--- config.mk ---
export PLATFORM = sky130hd
export DESIGN_NAME = l2_arbiter
export DESIGN_NICKNAME = d
export VERILOG_FILES = /design/src/rtl/l2_arbiter_pkg.sv /design/src/rtl/l2_arbiter.sv
export SDC_FILE = /design/constraint.sdc
export NUM_CORES = 1
export LEC_CHECK = 0
export ABC_CLOCK_PERIOD_IN_PS = 12290
export CAP_MARGIN = 40
export CORE_AREA = 5 5 535 537
export DETAILED_ROUTE_END_ITERATION = 8
export DIE_AREA = 0 0 540 542
export PLACE_DENSITY_LB_ADDON = 0.08
export SLEW_MARGIN = 20
export SYNTH_ARGS = -nofsm -noshare
export SYNTH_HDL_FRONTEND = slang
export SYNTH_SLANG_ARGS = --single-unit
--- constraint.sdc ---
create_clock -name clk -period 12.29 [get_ports clk]
set_input_delay 3.0725 -clock clk [delete_from_list [all_inputs] [get_ports clk]]
set_output_delay 3.0725 -clock clk [all_outputs]
set_load 0.01 [all_outputs]
--- src/rtl/l2_arbiter_pkg.sv ---
// l2_arbiter_pkg: shared state and requester encodings for cache-port arbiters
package l2_arbiter_pkg;
  typedef enum logic [1:0] {IDLE, SERVE_I, SERVE_D} arb_state_t;
  typedef enum logic {REQ_I, REQ_D} requester_t;
endpackage

--- src/rtl/l2_arbiter.sv ---
// l2_arbiter: shares the single L2 CPU-side port between the instruction and data L1 miss paths
// Ports: i_* instruction L1 (read only), d_* data L1 (read/write-back), l2_* to/from l2_cache.
// The granted request is latched, so l2_* never depends combinationally on i_*/d_*.
// Define L2_ARB_ROUND_ROBIN_EN to alternate ties via last_grant; otherwise D always wins ties.
module l2_arbiter
  import l2_arbiter_pkg::*;
#(
  parameter int s_line = 256
) (
  input  logic              clk,
  input  logic              rst,
  input  logic [31:0]       i_address,
  input  logic              i_read,
  output logic [s_line-1:0] i_rdata256,
  output logic              i_resp,
  input  logic [31:0]       d_address,
  input  logic [s_line-1:0] d_wdata256,
  input  logic              d_read,
  input  logic              d_write,
  output logic [s_line-1:0] d_rdata256,
  output logic              d_resp,
  output logic [31:0]       l2_address,
  output logic [s_line-1:0] l2_wdata256,
  output logic              l2_read,
  output logic              l2_write,
  input  logic [s_line-1:0] l2_rdata256,
  input  logic              l2_resp
);
  arb_state_t state, state_n;
  requester_t win;
  logic [31:0] req_addr, addr_n;
  logic [s_line-1:0] req_wdata, wdata_n;
  logic req_rd, rd_n, req_wr, wr_n, busy;
`ifdef L2_ARB_ROUND_ROBIN_EN
  requester_t last_grant, last_n;
  // a tie goes to whichever side was not served last
  assign win = (i_read && !((d_read || d_write) && last_grant == REQ_I)) ? REQ_I : REQ_D;
`else
  assign win = (i_read && !(d_read || d_write)) ? REQ_I : REQ_D;
`endif
  always_comb begin
    state_n = state;
    addr_n  = req_addr;
    wdata_n = req_wdata;
    rd_n    = req_rd;
    wr_n    = req_wr;
`ifdef L2_ARB_ROUND_ROBIN_EN
    last_n  = last_grant;
`endif
    if (state == IDLE && (i_read || d_read || d_write)) begin
      state_n = win == REQ_I ? SERVE_I : SERVE_D;
      addr_n  = win == REQ_I ? i_address : d_address;
      wdata_n = win == REQ_I ? '0 : d_wdata256;
      // a D grant here implies d_read or d_write, so !d_write means a read; write beats read
      rd_n    = win == REQ_I || !d_write;
      wr_n    = win == REQ_D && d_write;
    end else if (state != IDLE && l2_resp) begin
      state_n = IDLE;
`ifdef L2_ARB_ROUND_ROBIN_EN
      last_n  = state == SERVE_I ? REQ_I : REQ_D;
`endif
    end
  end
  always_ff @(posedge clk or posedge rst) begin
    if (rst) begin
      state     <= IDLE;
      req_addr  <= '0;
      req_wdata <= '0;
      req_rd    <= 1'b0;
      req_wr    <= 1'b0;
`ifdef L2_ARB_ROUND_ROBIN_EN
      last_grant <= REQ_I;
`endif
    end else begin
      state     <= state_n;
      req_addr  <= addr_n;
      req_wdata <= wdata_n;
      req_rd    <= rd_n;
      req_wr    <= wr_n;
`ifdef L2_ARB_ROUND_ROBIN_EN
      last_grant <= last_n;
`endif
    end
  end
  assign busy        = state != IDLE;
  assign l2_address  = busy ? req_addr : '0;
  assign l2_wdata256 = busy ? req_wdata : '0;
  assign l2_read     = busy && req_rd;
  assign l2_write    = busy && req_wr;
  assign i_resp      = state == SERVE_I && l2_resp;
  assign d_resp      = state == SERVE_D && l2_resp;
  assign i_rdata256  = l2_rdata256;
  assign d_rdata256  = l2_rdata256;
endmodule

Word level (Yosys, flattened, before mapping)
Cells that the tools add are included.
- equality and inequality tests: 2
- mux-type cells: 8
- reductions and logical operators: 17
- operators with widths (cell ; number):
    $mux 256 ; 2
    $mux 32 ; 2
    $logic_and 1x1->1 ; 8
    $mux 2 ; 3
    $logic_or 1x1->1 ; 4
    $reduce_bool 2->1 ; 2
    $eq 2x1->1 const B ; 1
    $eq 2x2->1 const B ; 1
    $logic_not 1->1 ; 2
    $logic_not 2->1 ; 1
    $mux 1 ; 1
- bits in registers: 292
- input port bits: 582
- output and inout port bits: 804

Depth between registers and ports, before layout
- depth after elaboration: 5
- mapped depth: 6

Worst setup path before layout
No wires, ideal clock.
- kind: in2out
- start: in l2_resp
- end: out d_resp
- data arrival time: 3.426 ns
- required time: 9.217 ns
- setup slack: 5.792 ns
- stages: 2
- path buffers: 0
- cells stage by stage: inv_1 nor3b_1
- word-level cells in the longest chain between the ends: 1
- ends and longest elaborated chain (item ; line ; text):
    start, declared ; l2_arbiter.sv:27 ; input logic l2_resp
    $logic_and 1x1->1 ; l2_arbiter.sv:91 ; assign d_resp = state == SERVE_D && l2_resp;
    end, declared ; l2_arbiter.sv:21 ; output logic d_resp,
Every way passes these cells.

Worst setup path after layout
Same ends and word-level chain as after synthesis.

==> impl_metrics.ini <==
[die]
core_area_sq_um = 281000
initial_core_util = 0.0591
die_h_microns = 542
die_width_microns = 540
fp.dieArea_sq_um = 293000
core.rowCount = 195
floorplan.io_pins = 1386

[logic_synthesis]
fraction_of_the_yosys_area_taken_by_sequential_cells = 0.440
synth_top_cell_by_area = sky130_fd_sc_hd__dfrtp_1
synth-warning-count = 0
synth_area_sq_um = 16600
yosys_register_bits = 292
synth.lib_cells_used.distinct = 22
postSynthCellCount = 1572
synthesis.area_per_instance_sq_um = 10.6
yosys.area.top_type_share = 0.440
synth_area_leaders = sky130_fd_sc_hd__dfrtp_1, sky130_fd_sc_hd__buf_4, sky130_fd_sc_hd__a22o_1
syn-num-nets = 2154

[clock_network]
post-cts-setup-buffers = 0
cts-buffers-inserted = 50
post_cts_resized = 0
hold_buffers = 0
clock_root_buffer = sky130_fd_sc_hd__clkbuf_16
clk_pin_slew_worst_paths_ns = 0.05
cts-htree-levels = 2
clkSinkCount = 292
clk_path_buf_depth = 3
cts_tree = yes
clkLatencyLatePin_ns = 0.68

[min_path]
hold_path_end = req_addr[29]$_DFFE_PP0P_
worstHoldPathCells = 1
hold_class = flip-flop to flip-flop
hold_path_origin = req_addr[29]$_DFFE_PP0P_

[pwr]
cell_internal_pwr_uw = 3680
power.static_leakage_uw = 0.00905
clock_network_fraction_of_total_power = 0.251
power.density_cell_area_nw_per_um2 = 233
seqPwrFrac = 0.287
power.ir.vdd_worst_v = 0.000169
sw_share = 0.373
p_comb_frac = 0.461
p_switching_uw = 2190

[grt]
global_route_wire_length_before_repair_microns = 121000
grt_antenna_before_repair = 27
grt.overflow.total = 0
grt_util_all_layers = 0.0587
largest_net_degree_at_the_start_of_global_routing = 141
first_global_vias = 13600

[worst_setup_path]
r2r-start = state[0]$_DFFE_PP0P_
setup_slack_of_the_most_critical_reg_to_reg_path_ns = 8.45
crit_top_cell = sky130_fd_sc_hd__clkdlybuf4s50_1
cp_slowest_stage_delay_ns = 0.60
depth_of_the_worst_register_to_register_path = 7
required_ns = 9.22
critical_path_arrival_ns = 4.53
cp-start-kind = input pin
timing.rr.end = req_wdata[42]$_DFFE_PP0P_
timing.critical_path.to_type = output port
path_max_fanout = 3
cells_traversed_along_the_worst_timing_path = clkdlybuf4s50_1 > inv_1 > nor3b_1 > clkdlybuf4s50_1
slowest_stage = sky130_fd_sc_hd__clkdlybuf4s50_1
critical_path_class = input pin to output port

[job]
maxCapViolCount = 0

[placed_design]
placed_cells = 5337
globalplace.congestion = 0.658
detailedPlacementHpwl_microns = 66300
io_buffers = 617
placement.cell_area_sq_um = 23400
dpl_worst_slack_ns = 4.69

[sta]
post-route-period-util = 0.619
max_slew.worst_pin.slew_ns = 1.14
report.final.setup_viol = 0
clock-skew-final_ns = 0.0317
worst_slew_margin_rel = 0.238
max_clock_freq_mhz = 132
finalHoldViolations = 0
setup_tns_ns = 0
timing.final.crit_period_ns = 7.60
grt_setup_unrepaired = no
layout_setup_ws_ns = 4.69
final_max_tran_viols = 0

[cells_and_area]
drive_gt1_frac = 0.0688
post-route-util = 0.0896
nNetsFinal = 2231
final_cells = 5438
leading_cell_type_in_the_layout_fill_and_taps_excluded = sky130_fd_sc_hd__clkdlybuf4s50_1
layout_common_cells = sky130_fd_sc_hd__clkdlybuf4s50_1, sky130_fd_sc_hd__dfrtp_1, sky130_fd_sc_hd__and2_1, sky130_fd_sc_hd__a22o_1, sky130_fd_sc_hd__clkbuf_16
areaGrowthSynthToFinish_pct = 51.6
postLayoutCellArea_sq_um = 25200

[detailed_routing]
detail_route.first_pass.iterations = 4
detailedRoute.firstIterationViolations = 467
drt_drc_violations_left = 0
detail-route-antenna-nets = 0
routedWlPerCell_microns = 16.4
drt-vias-per-instance = 2.15
postRouteWirelength_microns = 89300
num_vias = 11700

[outcome]
status = finished clean
-- sequential cells by signal, indices dropped and copies added, names as in the netlist --
register   cells
state          2
req_rd         1
req_addr      32
req_wr         1
req_wdata    256
-- per-stage QoR --
| step | hold slack [ns] | power [uW] |
|---|---|---|
| floorplan | 0.448 | 3050 |
| global placement | 0.464 | 4520 |
| detailed placement | 0.469 | 4510 |
| CTS | 0.486 | 6130 |
| global route | 0.493 | 6320 |
| finish | 0.482 | 5860 |
-- worst max path at each step --
stage,endpoint,from,depth (start not counted)
after global placement,d_resp,l2_resp,4
after global routing,d_resp,l2_resp,4
final,d_resp,l2_resp,4
after CTS,d_resp,l2_resp,4
after detailed placement,d_resp,l2_resp,4
after floorplan,req_addr[0]$_DFFE_PP0P_,rst,1
-- critical path: cells and delay by family --
| kind | cells | cell delay, ns |
|---|---|---|
| simple gates | 1 | 0.27 |
| buf+inv | 3 | 1.19 |
-- per-layer routing --
metal,up-vias,global-route usage,part of all wire
met4,34,0.0301,0.052
met5,-,0,0.0023
met2,675,0.0964,0.47
met1,5683,0.0579,0.35
li1,5017,-,-
met3,295,0.0362,0.13
-- synthesized netlist by cell type --
master,instances
sky130_fd_sc_hd__dfrtp_1,292
sky130_fd_sc_hd__nand2_1,1
sky130_fd_sc_hd__o21a_1,32
sky130_fd_sc_hd__o2bb2ai_1,32
sky130_fd_sc_hd__inv_1,3
sky130_fd_sc_hd__or2_1,1
sky130_fd_sc_hd__a21o_1,1
sky130_fd_sc_hd__nor2_8,1
sky130_fd_sc_hd__a31oi_1,32
sky130_fd_sc_hd__nor2_4,1
sky130_fd_sc_hd__a22o_1,256
sky130_fd_sc_hd__mux2_1,1
sky130_fd_sc_hd__buf_6,1
sky130_fd_sc_hd__a32o_1,1
sky130_fd_sc_hd__nor2_1,3
sky130_fd_sc_hd__buf_2,39
sky130_fd_sc_hd__clkbuf_1,46
sky130_fd_sc_hd__and2_1,289
sky130_fd_sc_hd__o31ai_2,1
sky130_fd_sc_hd__mux2i_1,1
sky130_fd_sc_hd__nor3b_1,1
sky130_fd_sc_hd__buf_4,537
-- area by class of cell --
cell class / count / area (sq um)
Sequential cell: 292 / 7310
Inverter: 3 / 18.8
Fill cell: 32600 / 256000
Antenna cell: 9 / 22.5
Timing Repair Buffer: 648 / 6580
Clock inverter: 12 / 158
Tap cell: 3743 / 4680
Clock buffer: 77 / 1510
Multi-Input combinational cell: 654 / 4890
-- power groups by stage --
stage	clock (uW)	sequential, uW	combinational (uW)
2_1_floorplan	0	1600	1450
3_3_place_gp	0	1700	2820
3_5_place_dp	0	1690	2830
4_1_cts	1600	1690	2840
5_1_grt	1610	1750	2960
6_report	1470	1690	2700
-- kinds of logic after synthesis --
kind of cell / count (synthesis) / share of synthesized area
AO/OA/AOI/OAI: 355 / 0.180
AND/OR/NAND/NOR: 297 / 0.112
buffers and inverters: 626 / 0.266
flip-flops: 292 / 0.440
multiplexers: 2 / 0.00128
(Power assumes the default switching activity.)
